### src/rtl/sevenseg_scan.sv
`default_nettype none
// ============================================================================
// Module   : sevenseg_scan
// Brief    : Multiplexed 7-segment scanner with shadowed value/dp and LZ blanking.
// Revision : 1.0
// ============================================================================
module sevenseg_scan #(
    parameter int DIGITS     = 4,
    parameter int DIV        = 1000,
    parameter int HEX_EN     = 0,
    parameter int ACTIVE_LOW = 0
) (
    input  logic                  clk,
    input  logic                  reset,
    input  logic [4*DIGITS-1:0]   value,
    input  logic                  load,
    input  logic [DIGITS-1:0]     dp_in,
    input  logic                  blank_lz,
    output logic [6:0]            segment,
    output logic                  dp_out,
    output logic [DIGITS-1:0]     digit_en,
    output logic                  frame
);

    localparam int IDXW = (DIGITS > 1) ? $clog2(DIGITS) : 1;
    localparam int PREW = (DIV > 1) ? $clog2(DIV) : 1;

    localparam logic [PREW-1:0] c_pre_last = PREW'(DIV - 1);
    localparam logic [IDXW-1:0] c_idx_last = IDXW'(DIGITS - 1);
    localparam logic            c_inv      = (ACTIVE_LOW != 0);

    logic [PREW-1:0]       pre_q,   pre_d;
    logic [IDXW-1:0]       idx_q,   idx_d;
    logic [4*DIGITS-1:0]   val_q,   val_d;
    logic [DIGITS-1:0]     dp_q,    dp_d;
    logic                  wrap_q,  wrap_d;
    logic [6:0]            seg_q,   seg_d;
    logic                  dpo_q,   dpo_d;
    logic [DIGITS-1:0]     en_q,    en_d;
    logic                  frame_q, frame_d;

    logic                  w_pre_wrap;
    logic                  w_idx_last;
    logic [3:0]            w_nib;
    logic                  w_dp_sel;
    logic [DIGITS-1:0]     w_en;
    logic                  w_blank;
    logic                  w_zero_run;
    logic [6:0]            w_seg;

    function automatic logic [6:0] seg_decode(input logic [3:0] n);
        logic [6:0] r;
        r = 7'b1000000;
        case (n)
            4'h0: r = 7'b0111111;
            4'h1: r = 7'b0000110;
            4'h2: r = 7'b1011011;
            4'h3: r = 7'b1001111;
            4'h4: r = 7'b1100110;
            4'h5: r = 7'b1101101;
            4'h6: r = 7'b1111101;
            4'h7: r = 7'b0000111;
            4'h8: r = 7'b1111111;
            4'h9: r = 7'b1101111;
            4'hA: r = (HEX_EN != 0) ? 7'b1110111 : 7'b1000000;
            4'hB: r = (HEX_EN != 0) ? 7'b1111100 : 7'b1000000;
            4'hC: r = (HEX_EN != 0) ? 7'b0111001 : 7'b1000000;
            4'hD: r = (HEX_EN != 0) ? 7'b1011110 : 7'b1000000;
            4'hE: r = (HEX_EN != 0) ? 7'b1111001 : 7'b1000000;
            4'hF: r = (HEX_EN != 0) ? 7'b1110001 : 7'b1000000;
            default: r = 7'b1000000;
        endcase
        return r;
    endfunction

    // Scan timing: prescaler, digit index and the end-of-frame marker.
    always_comb begin
        w_pre_wrap = (pre_q == c_pre_last);
        w_idx_last = (idx_q == c_idx_last);
        pre_d      = w_pre_wrap ? '0 : pre_q + PREW'(1);
        idx_d      = idx_q;
        if (w_pre_wrap) begin
            idx_d = w_idx_last ? '0 : idx_q + IDXW'(1);
        end
        wrap_d  = w_pre_wrap && w_idx_last;
        frame_d = wrap_q;
        val_d   = load ? value : val_q;
        dp_d    = load ? dp_in : dp_q;
    end

    // Digit select and leading-zero detection, walking from the most significant digit down.
    always_comb begin
        w_nib      = 4'd0;
        w_dp_sel   = 1'b0;
        w_en       = '0;
        w_blank    = 1'b0;
        w_zero_run = 1'b1;
        for (int i = DIGITS - 1; i >= 0; i--) begin
            w_zero_run = w_zero_run & (val_q[4*i +: 4] == 4'd0);
            if (idx_q == IDXW'(i)) begin
                w_nib    = val_q[4*i +: 4];
                w_dp_sel = dp_q[i];
                w_en[i]  = 1'b1;
                w_blank  = blank_lz && w_zero_run && (i != 0);
            end
        end
        w_seg = w_blank ? 7'b0000000 : seg_decode(w_nib);
        seg_d = w_seg ^ {7{c_inv}};
        dpo_d = w_dp_sel ^ c_inv;
        en_d  = w_en ^ {DIGITS{c_inv}};
    end

    always_ff @(posedge clk) begin
        if (reset) begin
            pre_q   <= '0;
            idx_q   <= '0;
            val_q   <= '0;
            dp_q    <= '0;
            wrap_q  <= 1'b0;
            seg_q   <= {7{c_inv}};
            dpo_q   <= c_inv;
            en_q    <= {DIGITS{c_inv}};
            frame_q <= 1'b0;
        end else begin
            pre_q   <= pre_d;
            idx_q   <= idx_d;
            val_q   <= val_d;
            dp_q    <= dp_d;
            wrap_q  <= wrap_d;
            seg_q   <= seg_d;
            dpo_q   <= dpo_d;
            en_q    <= en_d;
            frame_q <= frame_d;
        end
    end

    assign segment  = seg_q;
    assign dp_out   = dpo_q;
    assign digit_en = en_q;
    assign frame    = frame_q;

endmodule
`default_nettype wire

### config.mk
export PLATFORM = sky130hd
export DESIGN_NAME = sevenseg_scan
export DESIGN_NICKNAME = d
export VERILOG_FILES = /design/src/rtl/sevenseg_scan.sv
export SDC_FILE = /design/constraint.sdc
export NUM_CORES = 1
export LEC_CHECK = 0
export CORE_ASPECT_RATIO = 1.4
export CORE_MARGIN = 3
export CORE_UTILIZATION = 52
export CTS_CLUSTER_DIAMETER = 40
export DETAILED_ROUTE_END_ITERATION = 8
export PLACE_DENSITY = 0.81
export SYNTH_ARGS = -nofsm -noshare
export SYNTH_HDL_FRONTEND = slang
export SYNTH_SLANG_ARGS = --single-unit
### constraint.sdc
create_clock -name clk -period 3.34 [get_ports clk]
set_clock_uncertainty 0.05 [all_clocks]
set_input_delay 0.668 -clock clk [delete_from_list [all_inputs] [get_ports clk]]
set_output_delay 0.668 -clock clk [all_outputs]
set_load 0.05 [all_outputs]
==> results.yml <==
sta:
  slew_violations: 0
  setup-tns-final_ps: 0
  achievable-frequency_ghz: 0.394
  setup_viol: 0
  worst_pin_slew_ps: 646
  hold-worst-slack_ps: 400
  hold_violations: 0
  slew-limit-headroom: 0.568
  period_minus_slack_ps: 2540
  final_setup_margin_ps: 801
  fin_crit_sh: 0.760
  rsz0062_at_grt: "false"
placement:
  pre_cts_slack_ps: 847
  place_congestion: 0.826
  numPlacedInstances: 287
  io_buffer_count: 36
  dpl_cell_area_um2: 2460
  hpwlAfterDp_um: 3030
logic_synthesis:
  yosys.area.top_type_share: 0.444
  mappedNetlistArea_um2: 2080
  synth_edf_count: 0
  synth-warning-count: 0
  yosys-top-cells-area: "sky130_fd_sc_hd__dfxtp_1, sky130_fd_sc_hd__mux2i_1, sky130_fd_sc_hd__ha_1, sky130_fd_sc_hd__nor2_1, sky130_fd_sc_hd__nor2b_1"
  library_cell_with_the_largest_summed_area_after_synthesis: "sky130_fd_sc_hd__dfxtp_1"
  ys_async_sr_fraction: 0
  simple_gate_share_of_the_synthesized_area: 0.200
  seq_area_frac_synth: 0.444
  avgSynthCellArea_um2: 9.57
  post_synth_num_cell_types: 42
  yosys.area_share.adder: 0.0723
  netlist_instances: 217
  synth.ff_latch_count: 46
  synth_xor_xnor_area_share: 0.0338
  synth_compound_gate_area_share: 0.0952
  ys_dominant_reg_cell: "sky130_fd_sc_hd__dfxtp_1"
  main_combinational_cell_family_by_area_after_synthesis: "simple AND/OR/NAND/NOR gates"
  synth.net_count: 253
  synthMuxAreaShare: 0.116
setup_path:
  endpoint_kind: "flip-flop"
  critical_path_class: "reg2reg"
  crit_path_frequent_cell: "sky130_fd_sc_hd__ha_1"
  worst_path_largest_cell_delay_ps: 480
  worstPathArrival_ps: 2650
  r2r-start: "idx_q[0]"
  critical_path_required_ps: 3450
  crit_slowest_cell: "sky130_fd_sc_hd__ha_1"
  path_cells: "inv_1 > ha_1 > a211oi_1 > a221o_1 > ha_1 > or3_1 > o221ai_1 > a21oi_1"
  critical_path_maximum_fanout: 17
  worst_setup_path_startpoint: "idx_q[0]"
  worst_setup_path_start_kind: "flip-flop"
floorplan:
  floorplan.initialDensity: 0.555
  num_io_pins: 37
  placement_rows: 26
  core_area_um2: 3740
  die_w_um: 59.4
  die-area_um2: 4800
  die_h_um: 80.8
clock_tree:
  cts_tree: "done"
  cts-resized-gates: 0
  worst_setup_hold_path_clk_slew_ps: 80
  clock_tree.buffer_depth: 2
  clock_insertion_delay_worst_skew_ps: 300
  clock_tree.htree_level_count: 2
  cts_inserted_buffers: 5
  clock_sinks: 46
  cts.root.buffer_cell: "sky130_fd_sc_hd__clkbuf_8"
  cts-hold-fix-buffers: 0
  cts_setup_buffers: 0
route:
  detailedRoute.firstPassIterationCount: 4
  routed_via_density: 5.56
  total_vias_in_the_final_route: 1639
  post_drt_wl_per_cell_um: 13.8
  routed_wl_um: 4070
  antenna_left: 0
  drcViolationCount: 0
  drtIter0Drc: 52
finish:
  post-route-util: 0.686
  final_layout_size_suffix_gt1_frac: 0.0632
  finish.instance_area_um2: 2570
  layoutNonFillerInstCount: 295
  antenna-diode-count: 0
  area_overhead_vs_synth_pct: 23.6
  num-nets-final: 288
run:
  timing.max_cap.violations: 0
global_route:
  antenna_found_initial: 0
  grt_max_degree: 21
  overflow: 0
  grt_pass1_wl_um: 6690
  grt_pass1_vias: 1506
  track_usage: 0.181
pwr:
  power_density_nw_per_um2: 437
  cellLeakagePower_nw: 1.05
  ir_drop_mv: 0.334
  finalPower_mw: 1.12
min_path:
  hold_path_class: "reg2reg"
  worst_hold_startpoint: "pre_q[0]"
status:
  outcome: "completed"
==> cells in the final DEF (no fill, tap or decap), types with 2 or more instances in the layout <==
master,count
sky130_fd_sc_hd__nor3_1,3
sky130_fd_sc_hd__buf_4,2
sky130_fd_sc_hd__a221oi_1,2
sky130_fd_sc_hd__a221o_1,3
sky130_fd_sc_hd__nand2_1,8
sky130_fd_sc_hd__or4_1,3
sky130_fd_sc_hd__nor3b_1,4
sky130_fd_sc_hd__or3_1,2
sky130_fd_sc_hd__xnor2_1,5
sky130_fd_sc_hd__mux2i_1,23
sky130_fd_sc_hd__a211oi_1,3
sky130_fd_sc_hd__o21ai_0,4
sky130_fd_sc_hd__xor2_1,3
sky130_fd_sc_hd__nand3_1,4
sky130_fd_sc_hd__nor4_1,2
sky130_fd_sc_hd__ha_1,12
sky130_fd_sc_hd__clkdlybuf4s50_1,36
sky130_fd_sc_hd__nand4_1,3
sky130_fd_sc_hd__inv_1,10
sky130_fd_sc_hd__nor2b_1,7
sky130_fd_sc_hd__dfxtp_1,46
sky130_fd_sc_hd__nor2_1,34
sky130_fd_sc_hd__nand3b_1,4
sky130_fd_sc_hd__a21oi_1,5
sky130_fd_sc_hd__clkbuf_8,7
==> routing by layer <==
metal | GRT usage | vias up | share of wire
met5 | 0 | - | 0
met4 | 0.0680 | 0 | 0.015
met3 | 0.0461 | 8 | 0.046
met2 | 0.315 | 53 | 0.52
met1 | 0.209 | 758 | 0.42
li1 | - | 820 | -
==> power by group <==
group	internal [mW]	switching, mW
Sequential	0.575	0.0160
Clock	0.190	0.184
Combinational	0.0732	0.0840
==> area by class of cell <==
type                       count  area (um2)
fill                         299        1170
multi-input combinational    151        1070
sequential                    46         921
timing repair buffer          38         375
clock buffer                   7        96.3
tap                           42        52.6
inverter                      10        37.5
clock inverter                 1        8.76
==> state kept, by name (all words and copies together) (netlist names) <==
signal    cells
dp_out        1
pre_q        10
digit_en      4
val_q        16
frame_d       1
dp_q          4
segment       7
frame         1
idx_q         2
==> cells in the mapped netlist, types with 4 or more instances <==
| library cell | number |
|---|---|
| sky130_fd_sc_hd__dfxtp_1 | 46 |
| sky130_fd_sc_hd__nor2_1 | 34 |
| sky130_fd_sc_hd__mux2i_1 | 23 |
| sky130_fd_sc_hd__ha_1 | 12 |
| sky130_fd_sc_hd__inv_1 | 10 |
| sky130_fd_sc_hd__nand2_1 | 8 |
| sky130_fd_sc_hd__nor2b_1 | 7 |
| sky130_fd_sc_hd__a21oi_1 | 5 |
| sky130_fd_sc_hd__clkbuf_1 | 5 |
| sky130_fd_sc_hd__xnor2_1 | 5 |
| sky130_fd_sc_hd__buf_2 | 4 |
| sky130_fd_sc_hd__nand3_1 | 4 |
| sky130_fd_sc_hd__nand3b_1 | 4 |
| sky130_fd_sc_hd__nor3b_1 | 4 |
| sky130_fd_sc_hd__o21ai_0 | 4 |
==> path summary, 6_finish.rpt <==
path	cells past startpoint	slack (ps)	to
max	8	800	segment[4]
min	1	400	pre_q[0]
max reg2reg	8	800	segment[4]
min reg2reg	1	400	pre_q[0]
==> cell families (layout without fill, tap and decap cells) <==
| logic type | Yosys count | after routing |
|---|---|---|
| and+or+nand+nor | 81 | 81 |
| xor gates and xnor gates | 8 | 8 |
| muxes | 24 | 24 |
| adders and majority gates | 12 | 12 |
| AOI/OAI and AO/OA | 26 | 26 |
| buffers and inverters | 20 | 56 |
| DFF | 46 | 46 |
==> worst max-delay path, delay by kind of cell (launching register included) <==
| family | cells | cell delay, ps |
|---|---|---|
| AND/OR/NAND/NOR | 1 | 370 |
| flip-flops | 1 | 360 |
| AO/OA/AOI/OAI | 4 | 790 |
| buffers and inverters | 1 | 90 |
| adder cells (fa/ha/maj) | 2 | 740 |
No activity file was read; power rests on OpenSTA's default activity.
